<file path="src/rtl/cycle_counter_if.sv">
// Control/status bundle between the writeback stage and the cycle counter.
// Carries divide value, halt/sleep requests, wake lines and counter status.
interface cycle_counter_if #(
    parameter int CNT_WIDTH = 32
);
    logic [CNT_WIDTH-1:0] clock_divider;
    logic                 wb_halt;
    logic                 wb_sleep;
    logic [15:0]          interrupts;
    logic                 clk_en;
    logic                 halted;
    logic                 sleeping;
    logic                 halt_or_sleep;
    logic [CNT_WIDTH-1:0] count;

    modport master (
        output clock_divider,
        output wb_halt,
        output wb_sleep,
        output interrupts,
        input  clk_en,
        input  halted,
        input  sleeping,
        input  halt_or_sleep,
        input  count
    );

    modport slave (
        input  clock_divider,
        input  wb_halt,
        input  wb_sleep,
        input  interrupts,
        output clk_en,
        output halted,
        output sleeping,
        output halt_or_sleep,
        output count
    );
endinterface

</file>
<file path="src/rtl/cycle_counter.sv">
// Free-running cycle counter with pipeline clock-enable divider and
// sticky halt / interrupt-woken sleep state.
module cycle_counter #(
    parameter int CNT_WIDTH = 32
) (
    input  logic           clk,
    input  logic           rst_n,
    cycle_counter_if.slave bus
);
    localparam logic [CNT_WIDTH-1:0] ONE = CNT_WIDTH'(1);

    logic [CNT_WIDTH-1:0] count_q;
    logic [CNT_WIDTH-1:0] div_cnt;
    logic                 clk_en_q;
    logic                 halted_q;
    logic                 sleeping_q;

    logic [CNT_WIDTH-1:0] count_d;
    logic [CNT_WIDTH-1:0] div_cnt_d;
    logic                 clk_en_d;
    logic                 halted_d;
    logic                 sleeping_d;

    always_comb begin
        count_d    = count_q;
        div_cnt_d  = div_cnt + ONE;
        clk_en_d   = 1'b0;
        halted_d   = halted_q;
        sleeping_d = sleeping_q;

        if (!halted_q)
            count_d = count_q + ONE;

        // >= rather than == so a shrinking divide value cannot strand div_cnt
        if (div_cnt >= bus.clock_divider) begin
            div_cnt_d = '0;
            clk_en_d  = 1'b1;
        end

        if (clk_en_q) begin
            halted_d = halted_q | bus.wb_halt;
            if (sleeping_q)
                sleeping_d = (bus.interrupts == 16'h0000);
            else
                sleeping_d = bus.wb_sleep;
        end
    end

    always_ff @(posedge clk or negedge rst_n) begin
        if (!rst_n) begin
            count_q    <= '0;
            div_cnt    <= '0;
            clk_en_q   <= 1'b1;
            halted_q   <= 1'b0;
            sleeping_q <= 1'b0;
        end else begin
            count_q    <= count_d;
            div_cnt    <= div_cnt_d;
            clk_en_q   <= clk_en_d;
            halted_q   <= halted_d;
            sleeping_q <= sleeping_d;
        end
    end

    assign bus.count         = count_q;
    assign bus.clk_en        = clk_en_q;
    assign bus.halted        = halted_q;
    assign bus.sleeping      = sleeping_q;
    assign bus.halt_or_sleep = halted_q | sleeping_q;
endmodule

</file>
<file path="src/flat_wrapper.sv">
// flat-port wrapper written by rule: the top's interface ports become plain ports
module cycle_counter_flat 
#(
    parameter int CNT_WIDTH = 32
)
  (clk, rst_n, bus_clock_divider, bus_wb_halt, bus_wb_sleep, bus_interrupts, bus_clk_en, bus_halted, bus_sleeping, bus_halt_or_sleep, bus_count);
  cycle_counter_if #(.CNT_WIDTH(CNT_WIDTH)) bus_i ();
  input  logic clk;
  input  logic rst_n;
  input wire logic [$bits(bus_i.clock_divider)-1:0] bus_clock_divider;
  input wire logic [$bits(bus_i.wb_halt)-1:0] bus_wb_halt;
  input wire logic [$bits(bus_i.wb_sleep)-1:0] bus_wb_sleep;
  input wire logic [$bits(bus_i.interrupts)-1:0] bus_interrupts;
  output wire logic [$bits(bus_i.clk_en)-1:0] bus_clk_en;
  output wire logic [$bits(bus_i.halted)-1:0] bus_halted;
  output wire logic [$bits(bus_i.sleeping)-1:0] bus_sleeping;
  output wire logic [$bits(bus_i.halt_or_sleep)-1:0] bus_halt_or_sleep;
  output wire logic [$bits(bus_i.count)-1:0] bus_count;
  assign bus_i.clock_divider = bus_clock_divider;
  assign bus_i.wb_halt = bus_wb_halt;
  assign bus_i.wb_sleep = bus_wb_sleep;
  assign bus_i.interrupts = bus_interrupts;
  assign bus_clk_en = bus_i.clk_en;
  assign bus_halted = bus_i.halted;
  assign bus_sleeping = bus_i.sleeping;
  assign bus_halt_or_sleep = bus_i.halt_or_sleep;
  assign bus_count = bus_i.count;
  cycle_counter #(.CNT_WIDTH(CNT_WIDTH)) u_core (.clk(clk), .rst_n(rst_n), .bus(bus_i));
endmodule
</file>
<file path="config.mk">
export PLATFORM = sky130hd
export DESIGN_NAME = cycle_counter_flat
export DESIGN_NICKNAME = d
export VERILOG_FILES = /design/src/rtl/cycle_counter_if.sv /design/src/rtl/cycle_counter.sv /design/src/flat_wrapper.sv
export SDC_FILE = /design/constraint.sdc
export NUM_CORES = 1
export LEC_CHECK = 0
export BUFFER_PORTS_ARGS = -buffer_cell sky130_fd_sc_hd__buf_4
export CAP_MARGIN = 20
export CORE_ASPECT_RATIO = 1.1
export CORE_UTILIZATION = 55
export DETAILED_ROUTE_END_ITERATION = 8
export GPL_TIMING_DRIVEN = 0
export PLACE_DENSITY = 0.78
export SYNTH_ARGS = -nofsm -noshare
export SYNTH_HDL_FRONTEND = slang
export SYNTH_SLANG_ARGS = --single-unit
export TNS_END_PERCENT = 100
</file>
<file path="constraint.sdc">
create_clock -name clk -period 3.1 [get_ports clk]
set_clock_uncertainty 0.2 [all_clocks]
set_input_delay 0.31 -clock clk [delete_from_list [all_inputs] [get_ports clk]]
set_output_delay 0.31 -clock clk [all_outputs]
set_load 0.01 [all_outputs]
</file>
======== Word-level counts from Yosys, hierarchy flattened ========
Cells that the tools add are included.
cells by class
  magnitude comparators ................... 1
  reduce and logical (&&, ||, !) cells .... 1
  bitwise gates (word level) .............. 2
  muxes and demuxes ....................... 3
  add/subtract/negate cells ............... 2
operators with widths
  operator                                       count
  adder 32 x 1 -> 32 bit, second input constant  2
  >= comparator 32 bit                           1
  two-way mux 32 bit                             1
  logical NOT 16 bit                             1
  two-way mux 1 bit                              2
  OR 1 bit                                       2
word-level totals
  bits in registers ....................... 67
  output and inout bits ................... 36

======== Logic depth before layout (Yosys ltp) ========
Gate-level depths: netlist (run 1).
  depth after elaboration ................. 2
  mapped depth ............................ 8
  mapped depth without buffers ............ 7

======== Worst setup path before layout (run 1) ========
Ideal clock, no wire load.
  path kind ............................... reg2reg
  start ................................... register u_core.div_cnt[13]
  end ..................................... register u_core.div_cnt[23]
  library setup time ...................... 127 ps
  buffers on the path ..................... 1
  slack ................................... 643 ps
  data arrival time ....................... 2,130 ps
  required time ........................... 2,773 ps
  stages on the path, launching flop included .. 8
  cells stage by stage .................... dfrtp_1 -> ha_1 -> nand4_1 -> nor3_2 -> or4b_1 -> a311oi_4 -> buf_6 -> nor3_1
between the ends
  longest elaborated chain between the ends .. 2
  elaborated cells on any way between the ends .. 3
RTL lines
  element                                                                RTL line                                  text
  from (decl)                                                            cycle_counter.sv:13                       logic [CNT_WIDTH-1:0] div_cnt;
  from (signal assigned)                                                 cycle_counter.sv:58                       div_cnt <= div_cnt_d;
  adder 32 x 1 -> 32 bit / >= comparator 32 bit (equally long branches)  cycle_counter.sv:26, cycle_counter.sv:35
  two-way mux 32 bit (*)                                                 cycle_counter.sv:35                       if (div_cnt >= bus.clock_divider) begin
  net u_core.div_cnt_d[23]                                               cycle_counter.sv:19                       logic [CNT_WIDTH-1:0] div_cnt_d;
The timed path passes the listed nets; every way through them passes the cells marked *.
A chain may end at the register's enable or synchronous reset.

======== Final worst setup path (run 1) ========
  start ................................... register u_core.div_cnt[12]
  end ..................................... register u_core.div_cnt[23]
Same word-level chain as after synthesis.

==> summary.md, run 1 <==
| Metric | Value |
|---|---|
| WHS | `slightly below 0.05 ns` |
| Fill cells | `547` |
| Pin slew with the least headroom to its limit | `roughly 0.84 ns` |
| VDD IR max | `roughly 0.48 mV` |
| Final hold viol count | `0` |
| Min-delay worst type | `input pin to register` |
| Delay-heaviest family, CP | `simple AND/OR/NAND/NOR gates` |
| CTS buffer count | `9` |
| Crit-path max FO | `10` |
| Antenna Nets Post-Route | `0` |
| DR DRC count | `0` |
| H-tree depth | `3` |
| GP Congestion | `slightly below 0.8` |
| Post-place setup slack | `between 0.3 and 0.4 ns` |
| # rows | `32` |
| CTS clk-pin slew, worst paths | `0.08 ns` |
| Port Buffers | `87` |
| Vias after detailed routing | `3,261` |
| Total Wirelength | `between 8000 and 9000 µm` |
| Synthesized net count | `490` |
| DP Wirelength | `between 6000 and 7000 µm` |
| Final setup margin | `between 0.3 and 0.4 ns` |
| Peak Freq | `0.3583 GHz` |
| Worst Path Arrival | `2.81 ns` |
| Syn avg cell area | `9.855 µm²` |
| Final setup vio count | `0` |
| WP buf/inv | `1` |
| Slew headroom | `0.4366` |
| Startpoint Class | `register` |
| CTS tree | `done` |
| Top post-synthesis cells by area | `dfrtp_1 (41%), ha_1 (11%), xnor2_1 (7.7%)` |
| First drt pass iteration count | `4` |
| Die W | `83.12 µm` |
| Power per cell area | `549.4 nW/µm²` |
| Slew Limit Fails | `0` |
| Die H | `between 90 and 100 µm` |
| Seq/Total Area, Yosys | `0.4214` |
| Die Area | `7583 µm²` |
| Crit. path cell count | `7` |
| Nets | `590` |
| Critical path class | `register to register` |
| All-layer global routing usage | `0.2402` |
| RSZ-0062 raised after global routing | `false` |
| Diode count | `0` |
| Post-CTS setup buffers | `0` |
| Worst path max stage delay | `0.55 ns` |
| Synthesized area | `3981 µm²` |
| Required time of the critical path | `approximately 3.1 ns` |
| Synthesized flop and latch total | `67` |
| IO Pins | `88` |
| Post-synth top area cell | `dfrtp_1` |
| Total negative setup slack | `0 ns` |
| Area share of the largest cell type after synthesis | `0.4148` |
| Final Core Density | `0.7146` |
| Synth unique cells | `41` |
| Clock Sinks | `67` |
| M3 GR Usage | `0.04273` |
| Crit share post-route | `0.9003` |
| Warnings from Yosys | `0` |
| Core area | `~7000 µm²` |
| Max-cap viol count | `0` |
| Met2 global-route usage | `0.4262` |
| Met1 GRT Util | `0.2944` |
| Status | `finished clean` |
| Worst skew pair latency | `0.34 ns` |
| Cells on worst reg2reg path | `7` |
| DR iter-0 viols | `118` |
| Vias in the first global route | `3,273` |
| Tmin final | `2.791 ns` |
| Routed WL per cell | `14.47 µm` |
| LEAKAGE | `0.002547 µW` |
| CTS Buffer Depth | `2` |
| Area Growth Syn to Fin | `25.77%` |
| Critical path capture point type | `register` |
| Hold path cells | `4` |
| Initial antenna violation count | `0` |
| Largest net degree at the start of global routing | `68` |
| Root buf cell | `clkbuf_8` |
| Layout cells sized above 1 | `0.2338` |
| Final global-route overflow total | `0` |
| Critical-path cell list | `ha_1 > nand4_1 > nor3_2 > or4b_1 > a311oi_4 > buf_6 > nor3_1` |
| Vias per cell | `5.490` |
| Starting Density | `0.5682` |
| Post-synthesis cell count | `404` |
| GRT busiest layer | `met2` |
| Slowest-stage cell, CP | `or4b_1` |
| First-pass GRT wire length | `roughly 15,000 µm` |
==> flip-flops by register name, indices dropped and copies added, names as in the netlist <==
signal               cells
u_core.bus.halted        1
u_core.bus.count        32
u_core.bus.sleeping      1
u_core.div_cnt          32
u_core.bus.clk_en        1
==> report_power, final <==
group | leakage (µW) | switching, µW | internal [µW]
registers | 0.000900 | 179 | 1010
clock network | 0.000116 | 358 | 540
logic | 0.00153 | 320 | 343
total | 0.00255 | 856 | 1890
==> area by class of cell <==
| type | count | area [µm²] | area share |
|---|---|---|---|
| clock buffers | 9 | 123.9 | 0.02474 |
| well taps | 85 | 106.4 | 0.02124 |
| inverters | 36 | 135.1 | 0.02699 |
| multi-input cells | 289 | 2090 | 0.4173 |
| clock inverters | 7 | 122.6 | 0.02449 |
| flip-flops and latches | 67 | 1678 | 0.3351 |
| repair buffers | 89 | 673.1 | 0.1344 |
| plain buffers | 12 | 78.83 | 0.01574 |
==> per-stage QoR <==
step           instance area (µm²)  cells  total power (µW)
6_report                      5007    594              2751
4_1_cts                       5007    594              2771
3_3_place_gp                  4741    576              1817
3_5_place_dp                  4741    576              1868
5_1_grt                       5007    594              2913
2_1_floorplan                 3981    404              1576
==> Yosys cell counts, drive strengths merged <==
cell type / count
a2111oi: 1
a211oi: 2
a21o: 3
a21oi: 13
a22oi: 1
a311oi: 1
a31oi: 1
and2: 8
and3: 12
and3b: 1
and4: 10
and4b: 2
buf: 4
clkbuf: 8
dfrtp: 66
dfstp: 1
ha: 34
inv: 36
mux2: 1
nand2: 26
nand2b: 2
nand3: 21
nand4: 22
nor2: 13
nor3: 34
nor3b: 1
nor4: 6
o21a: 1
o21ai: 6
o21bai: 1
or2: 2
or3: 1
or4: 1
or4b: 1
xnor2: 35
xor2: 26
==> layer usage <==
metal | routed length (µm) | share of wire
met1 | 3658 | 0.43
met3 | 286 | 0.033
met5 | 0 | 0
met4 | 140 | 0.016
met2 | 4510 | 0.52
==> worst paths after layout <==
path / start / endpoint / slack [ns]
worst max-delay path: u_core.div_cnt[12] / u_core.div_cnt[23] / 0.31
worst min-delay path: bus_interrupts[14] / u_core.bus.sleeping / 0.05
worst max register to register: u_core.div_cnt[12] / u_core.div_cnt[23] / 0.31
worst min register to register: u_core.bus.count[31] / u_core.bus.count[31] / 0.28
max in group asynchronous: rst_n / u_core.div_cnt[18] / 1.75
min in group asynchronous: rst_n / u_core.bus.count[3] / 0.41
==> worst register-to-register path: cells and delay by family, from the launching register on <==
kind,cells,cell delay (ns)
fa+ha+maj,1,0.31
compound gates,1,0.46
buf+inv,1,0.22
simple gates,4,1.02
flops,1,0.46
==> kinds of logic (layout without fill, tap and decap cells) <==
group | count (synthesis) | count (layout) | share of synthesized area
AND/OR/NAND/NOR | 163 | 163 | 0.2316
flip-flops | 67 | 67 | 0.4214
adder cells (fa/ha/maj) | 34 | 34 | 0.1069
XOR/XNOR | 61 | 61 | 0.1342
multiplexers | 1 | 1 | 0.002828
AO/OA/AOI/OAI | 30 | 30 | 0.04934
buffers and inverters | 48 | 153 | 0.05374
==> placed cells by master (no fill, tap or decap), drive strengths merged, types with 2 or more instances in the layout <==
master	synthesis	final
buf	4	91
dfrtp	66	66
inv	36	38
xnor2	35	35
ha	34	34
nor3	34	34
nand2	26	26
xor2	26	26
nand4	22	22
nand3	21	21
clkbuf	8	17
nor2	13	13
a21oi	13	13
and3	12	12
and4	10	10
and2	8	8
o21ai	6	6
nor4	6	6
a21o	3	3
bufinv	0	3
a211oi	2	2
nand2b	2	2
or2	2	2
and4b	2	2
clkinvlp	0	2
dlygate4sd3	0	2
==> what timing repair did <==
| item | 4_1_cts | 5_1_grt |
|---|---|---|
| endpoints found under the hold margin | 67 | 0 |
| resized for setup | 0 | 0 |
| endpoints found under the setup margin | 0 | 0 |
| hold buffers | 2 | 0 |
(Power assumes the default switching activity.)
==> inputs of run 2 (changes only) <==
--- a/config.mk
+++ b/config.mk
@@ -5,10 +5,11 @@
 export SDC_FILE = /design/constraint.sdc
 export NUM_CORES = 1
 export LEC_CHECK = 0
+export ABC_AREA = 1
 export BUFFER_PORTS_ARGS = -buffer_cell sky130_fd_sc_hd__buf_4
 export CAP_MARGIN = 20
 export CORE_ASPECT_RATIO = 1.1
-export CORE_UTILIZATION = 55
+export CORE_UTILIZATION = 56
 export DETAILED_ROUTE_END_ITERATION = 8
 export GPL_TIMING_DRIVEN = 0
 export PLACE_DENSITY = 0.78
==> run 2 against run 1 <==
  * Global-route usage up 1.9 points
  * First-iteration DRC count down 1.7%
  * Flip-flop and latch count unchanged
  * Sequential share of layout area down 3.0 points
  * Count of clock-buffer cells in the layout unchanged
  * Die area up 11%
  * Non-clock buffer count down 8
  * Cell count up 35%
  * Synthesized cell count up 46%
  * Worst hold slack better by 0.020 ns
  * Core utilization down 1.5 points
  * Critical path type unchanged
  * Largest cell class unchanged
  * Highest routed layer unchanged
==> summary.md, run 2 <==
| Metric | Value |
|---|---|
| Layout cells sized above 1 | `0.2158 (-0.01796)` |
| VDD IR max | `0.3333 mV (-31%)` |
| Peak Freq | `0.4661 GHz (+30%)` |
| Tmin final | `2.146 ns (-0.6455 ns)` |
| Slew Limit Fails | `0 (unchanged)` |
| Cell area after layout | `5508 µm² (+10%)` |
| Post-synthesis cell count | `591 (+46%)` |
| Final setup margin | `0.9544 ns (+0.6455 ns)` |
| Synthesized net count | `677 (+38%)` |
| Final global-route overflow total | `0 (unchanged)` |
| Starting Density | `0.5741 (+0.005872)` |
| Startpoint Class | `register` |
| Seq/Total Area, Yosys | `0.3714 (-0.05007)` |
| Initial antenna violation count | `0 (unchanged)` |
| CTS buffer count | `9 (unchanged)` |
| Critical path class | `register to register` |
| Die Area | `8431 µm² (+11%)` |
| Ys flop type | `dfrtp_1` |
| Pin slew with the least headroom to its limit | `0.8329 ns (-0.005224 ns)` |
| EDFF count, synth | `0 (unchanged)` |
| Max-cap viol count | `0 (unchanged)` |
| Total negative setup slack | `0 ns (unchanged)` |
| LEAKAGE | `0.002813 µW (+10%)` |
| Port Buffers | `87 (unchanged)` |
| Syn avg cell area | `7.645 µm² (-22%)` |
| CTS tree | `done` |
| Placed Instance Area | `5306 µm² (+12%)` |
| Die H | `96.21 µm (+5.4%)` |
| Root buf cell | `clkbuf_8` |
| Die W | `87.64 µm (+5.4%)` |
| IO Pins | `88 (unchanged)` |
| Antenna Nets Post-Route | `0 (unchanged)` |
| # rows | `34 (+6.3%)` |
| CTS Buffer Depth | `2 (unchanged)` |
| Post-synth top area cell | `dfrtp_1` |
| All-layer global routing usage | `0.2594 (+0.01915)` |
| Largest net degree at the start of global routing | `68 (unchanged)` |
| Synth unique cells | `33 (-20%)` |
| Area of the multi-input gates | `2467 µm² (+18%)` |
| Nets | `777 (+32%)` |
| RSZ-0062 raised after global routing | `false` |
| Final setup vio count | `0 (unchanged)` |
| Required time of the critical path | `3.12 ns (about the same)` |
| DP Wirelength | `8077 µm (+25%)` |
| Clock Sinks | `67 (unchanged)` |
| Synthesized area | `4518 µm² (+13%)` |
| Worst skew pair latency | `0.34 ns (about the same)` |
| Status | `finished clean` |
| Total Wirelength | `10,160 µm (+18%)` |
| Crit share post-route | `0.6921 (-0.2082)` |
| Post-CTS setup buffers | `0 (unchanged)` |
| CTS clk-pin slew, worst paths | `0.08 ns (about the same)` |
| Slew headroom | `0.4448 (+0.008134)` |
| Post-place setup slack | `0.9424 ns (+0.6076 ns)` |
| Top post-synthesis cells by area | `dfrtp_1 (37%), nand2_1 (12%), ha_1 (9.4%)` |
| Vias in the first global route | `3,983 (+22%)` |
| Crit-path max FO | `10 (unchanged)` |
| Area share of the largest cell type after synthesis | `0.3655 (-0.04928)` |
| First-pass GRT wire length | `16,750 µm (+14%)` |
| Ys async rst share | `1.000 (unchanged)` |
| Vias after detailed routing | `4,059 (+24%)` |
| First drt pass iteration count | `4 (unchanged)` |
| Synth cell count leaders | `nand2_1 (140), nor2_1 (89), inv_1 (84)` |
| Power Total | `1687 µW (-39%)` |
| Routed WL per cell | `12.65 µm (-13%)` |
| DR iter-0 viols | `116 (-1.7%)` |
| GP Congestion | `0.9406 (+20%)` |
| Fill cells | `637 (+16%)` |
| Min-delay worst type | `input pin to register` |
| Core area | `7870 µm² (+12%)` |
| FF+latch area | `1678 µm² (unchanged)` |
| Worst Path Arrival | `2.17 ns (-0.64 ns)` |
| Area Growth Syn to Fin | `21.91%` |
| Power per cell area | `306.3 nW/µm² (-44%)` |
| Vias per cell | `5.055 (-7.9%)` |
| H-tree depth | `3 (unchanged)` |
| Final hold viol count | `0 (unchanged)` |
| Warnings from Yosys | `0 (unchanged)` |
| Diode count | `0 (unchanged)` |
| Most common cell after layout, fill and taps aside | `nand2_1` |
| Most frequent cells in the layout | `nand2_1 (140), buf_4 (90), nor2_1 (89)` |
| DR DRC count | `0 (unchanged)` |
| Most frequent cell after synthesis | `nand2_1` |
| Synthesized flop and latch total | `67 (unchanged)` |
| Critical path capture point type | `register` |
## run 2: changes by cell type in the layout (fill, tap and decap cells not counted), moves of 10 or more
cell and change:
and3_1 -12, and4_1 -10, inv_1 +48, nand2_1 +114
nor2_1 +76, nor2_2 +11, nor3_1 -17, xnor2_1 -21
xor2_1 +11
## run 2: final cells by class
| cell class | instances | area share |
|---|---|---|
| repair buffers | 89 | 0.1222 |
| flip-flops and latches | 67 | 0.3046 |
| well taps | 108 | 0.02453 |
| plain buffers | 4 | 0.004998 |
| inverters | 92 | 0.06270 |
| clock buffers | 9 | 0.02249 |
| multi-input cells | 428 | 0.4480 |
| clock inverters | 6 | 0.01045 |
## run 2: report_power, final
| group | leakage, µW | switching [µW] | internal (µW) | total (µW) |
|---|---|---|---|---|
| Combinational | 0.00180 | 51.0 | 59.6 | 111 |
| Clock | 0.0000946 | 339 | 361 | 701 |
| Sequential | 0.000916 | 0.962 | 875 | 876 |
## run 2: logic make-up (layout without fill, tap and decap cells)
| family | count (synthesis) | in the layout | synth area share |
|---|---|---|---|
| AOI/OAI and AO/OA | 31 | 31 | 0.03628 |
| buffers and inverters | 96 | 200 | 0.08252 |
| and+or+nand+nor | 312 | 312 | 0.3168 |
| xor gates and xnor gates | 51 | 51 | 0.09886 |
| DFF | 67 | 67 | 0.3714 |
| adders and majority gates | 34 | 34 | 0.09416 |
## run 2: what timing repair did
action,in CTS,in global routing
gates resized for setup,0,0
endpoints found under the setup margin,0,0
hold buffers,2,0
hold endpoints to repair,67,0
## run 2: metrics by stage
stage	hold WS [ns]	instances	utilization
after detailed placement	0.2714	786	0.6742
final	0.06794	803	0.6998
after global routing	0.06168	803	0.6998
after floorplan	-0.1856	591	-
after global placement	0.2640	786	0.6742
after CTS	0.05866	803	0.6998
## run 2: path summary, 6_finish.rpt
kind	to	cells after the start	startpoint	slack, ns
max reg2reg	u_core.div_cnt[4]	13	u_core.div_cnt[7]	0.95
min reg2reg	u_core.bus.sleeping	1	u_core.bus.sleeping	0.31
max in group asynchronous	u_core.div_cnt[0]	2	rst_n	1.74
min	u_core.bus.sleeping	3	bus_wb_sleep	0.07
min in group asynchronous	u_core.div_cnt[25]	2	rst_n	0.42
max	u_core.div_cnt[4]	13	u_core.div_cnt[7]	0.95
## run 2: layer usage
layer	part of all wire	track usage	vias to the layer above	routed length (µm)
li1	-	-	2052	-
met1	0.42	0.2855	1903	4254
met2	0.52	0.4896	83	5332
met3	0.030	0.04460	21	304
met4	0.026	0.1079	0	266
met5	0	0	-	0
## run 2: worst max-delay path, stage by stage, from the launching register on
cell and delay, ns:
dfrtp_1 0.42, ha_1 0.30, nand2_1 0.05, inv_1 0.07
nand2_1 0.08, nor2_1 0.10, nor2_1 0.05, nand2_1 0.08
nand2_1 0.05, nand2_1 0.09, nand2_1 0.07, nand2_2 0.18
buf_4 0.21, nor2_1 0.06
==> inputs of run 3 (changes only) <==
==> constraint.sdc (replaced) <==
create_clock -name clk -period 2.23 [get_ports clk]
set_clock_uncertainty 0.2 [all_clocks]
set_input_delay 0.223 -clock clk [delete_from_list [all_inputs] [get_ports clk]]
set_output_delay 0.223 -clock clk [all_outputs]
set_load 0.01 [all_outputs]
==> run 3 against run 2 <==
  * Final area increased by 0.59%
  * Clock power up 39%
  * Count of clock-buffer cells in the layout did not move
  * Worst hold slack better by 0.25 ns
  * Maximum frequency grew 1.9%
  * Global-route usage increased by 0.055 points
  * Sequential power is 39% higher
==> summary.md, run 3 (synthesized netlist as in run 2, its figures left out) <==
| Metric | Value |
|---|---|
| Starting Density | `0.5741 (unchanged)` |
| Internal power | `1804 µW (+39%)` |
| Largest net degree at the start of global routing | `68 (unchanged)` |
| Most frequent cells in the layout | `nand2_1 (140), buf_4 (91), nor2_1 (89)` |
| First drt pass iteration count | `4 (unchanged)` |
| Fill cells | `632 (-0.78%)` |
| Crit share post-route | `0.9446 (+0.2525)` |
| H-tree depth | `3 (unchanged)` |
| Hold EP | `u_core.bus.count[30]` |
| Slew Limit Fails | `0 (unchanged)` |
| Vias per cell | `5.040 (-0.30%)` |
| Die H | `96.21 µm (unchanged)` |
| Worst Path Arrival | `2.13 ns (-0.04 ns)` |
| Clock Sinks | `67 (unchanged)` |
| Slowest-stage cell, CP | `dfrtp_1` |
| Total negative setup slack | `0 ns (unchanged)` |
| Tmin final | `2.107 ns (-0.03906 ns)` |
| Worst skew pair latency | `0.34 ns (about the same)` |
| Power per cell area | `423.8 nW/µm² (+38%)` |
| Final Core Density | `0.7040 (+0.004134)` |
| Core area | `7870 µm² (unchanged)` |
| DR DRC count | `0 (unchanged)` |
| Total Wirelength | `10,130 µm (-0.32%)` |
| Final setup vio count | `0 (unchanged)` |
| HP Start | `u_core.bus.count[30]` |
| Critical path class | `register to register` |
| Hold path cells | `2 (-1)` |
| Final global-route overflow total | `0 (unchanged)` |
| Switching share of power | `0.2318 (about the same)` |
| Most frequent CP cell | `nand2_1` |
| Antenna Nets Post-Route | `0 (unchanged)` |
| Sequential share of power | `0.518 (about the same)` |
| Required time of the critical path | `2.25 ns (-0.87 ns)` |
| DR iter-0 viols | `135 (+16%)` |
| DP Wirelength | `8077 µm (unchanged)` |
| Peak Freq | `0.4747 GHz (+1.9%)` |
| Critical-path cell list | `ha_1 > nand2_1 > inv_1 > nand2_1 > nor2_1 > nor2_1 > nand2_1 > nand2_1 > nand2_1 > nand2_1 > nand2_4 > buf_4 > nor2_1` |
| WP buf/inv | `2 (unchanged)` |
| Worst path max stage delay | `0.42 ns (about the same)` |
| Power Total | `2348 µW (+39%)` |
| Nets | `780 (+0.39%)` |
| IO Pins | `88 (unchanged)` |
| Min-delay worst type | `register to register` |
| Root buf cell | `clkbuf_8` |
| Status | `finished clean` |
| Logic pwr share | `0.067 (about the same)` |
| Layout cells sized above 1 | `0.2163 (+0.0005050)` |
| Cells on worst reg2reg path | `13 (unchanged)` |
| Startpoint Class | `register` |
| Vias in the first global route | `4,000 (+0.43%)` |
| Net switching power | `544.4 µW (+39%)` |
| Delay-heaviest family, CP | `simple AND/OR/NAND/NOR gates` |
| Routed WL per cell | `12.56 µm (-0.69%)` |
| Vias after detailed routing | `4,062 (+0.074%)` |
| Area of the multi-input gates | `2472 µm² (+0.20%)` |
| LEAKAGE | `0.002827 µW (+0.51%)` |
| Critical path capture point type | `register` |
| Crit-path max FO | `10 (unchanged)` |
| Clk network pwr share | `0.415 (about the same)` |
| Initial antenna violation count | `0 (unchanged)` |
| Max-cap viol count | `0 (unchanged)` |
| Die Area | `8431 µm² (unchanged)` |
| Start point of the critical path | `u_core.div_cnt[7]` |
| First-pass GRT wire length | `16,800 µm (+0.29%)` |
| Post-route insts no fill | `806 (+0.37%)` |
| CTS clk-pin slew, worst paths | `0.08 ns (about the same)` |
| CTS buffer count | `9 (unchanged)` |
| # rows | `34 (unchanged)` |
| All-layer global routing usage | `0.2599 (+0.0005542)` |
| Die W | `87.64 µm (unchanged)` |
| FF+latch area | `1678 µm² (unchanged)` |
| Final hold viol count | `0 (unchanged)` |
| CTS Buffer Depth | `2 (unchanged)` |
| Diode count | `0 (unchanged)` |
| Area Growth Syn to Fin | `22.63%` |
| Port Buffers | `87 (unchanged)` |
| Reg-to-Reg End | `u_core.div_cnt[4]` |
| Reg2reg start | `u_core.div_cnt[7]` |
| CTS tree | `done` |
| GP Congestion | `0.9406 (unchanged)` |
| Inst Count DP | `786 (unchanged)` |
| VDD IR max | `0.4637 mV (+39%)` |
| R2R Setup Slk | `0.12 ns (-0.83 ns)` |
| Most common cell after layout, fill and taps aside | `nand2_1` |
| Pin slew with the least headroom to its limit | `0.8328 ns (-0.00004876 ns)` |
| Slew headroom | `0.4448 (about the same)` |
==> run 3: cell types whose count changed in the layout (fill, tap and decap cells not counted) <==
cell           before  now
buf_4              90   91
dlygate4sd3_1       2    4
nand2_2             5    4
nand2_4             1    2
==> run 3: stage by stage <==
stage	hold slack [ns]	setup slack (ns)	instance area [µm²]
final	0.3175	0.1235	5540
after global routing	0.3529	-0.001754	5540
after CTS	0.3238	0.06438	5528
after floorplan	-0.2726	0.4645	4518
after detailed placement	0.1844	0.07244	5306
after global placement	0.1770	0.1240	5306
==> run 3: worst max path at each step <==
stage,slack (ns),to,depth (start not counted)
final,0.12,u_core.div_cnt[4],13
after CTS,0.06,u_core.div_cnt[29],13
after detailed placement,0.07,u_core.div_cnt[29],13
after floorplan,0.46,u_core.div_cnt[26],13
after global placement,0.12,u_core.div_cnt[25],13
after global routing,-0.002,u_core.div_cnt[24],11
==> run 3: power groups by stage <==
| stage | Sequential [µW] | Clock [µW] | Combinational [µW] |
|---|---|---|---|
| 5_1_grt | 1220 | 1040 | 182 |
| 3_3_place_gp | 1240 | 0 | 146 |
| 3_5_place_dp | 1240 | 0 | 154 |
| 2_1_floorplan | 1240 | 0 | 47.9 |
| 4_1_cts | 1220 | 981 | 161 |
| 6_report | 1220 | 974 | 157 |
==> run 3: area by class of cell <==
class | instances | share of cell area
Buffer | 4 | 0.004968
Clock buffer | 9 | 0.02236
Clock inverter | 6 | 0.01039
Inverter | 92 | 0.06233
Multi-Input combinational cell | 428 | 0.4463
Sequential cell | 67 | 0.3028
Tap cell | 108 | 0.02439
Timing Repair Buffer | 92 | 0.1265
==> run 3: layer usage <==
metal  up-vias  part of all wire  global-route usage
li1       2057                 -                   -
met1      1893              0.42              0.2860
met2        89              0.53              0.4909
met3        23             0.029             0.04460
met4         0             0.028              0.1079
met5         -                 0                   0
==> run 3: repair_timing <==
item                       in CTS  in global routing
hold buffers                    4                  0
gates resized for setup         0                  1
hold endpoints to repair       68                  0
setup endpoints to repair       0                 29
setup buffers                   0                  1
==> run 3: worst reg2reg max path: cells and delay by family (launching register included) <==
family	cells	cell delay (ns)
adders and majority gates	1	0.31
buffers and inverters	2	0.26
DFF	1	0.42
and+or+nand+nor	10	0.79
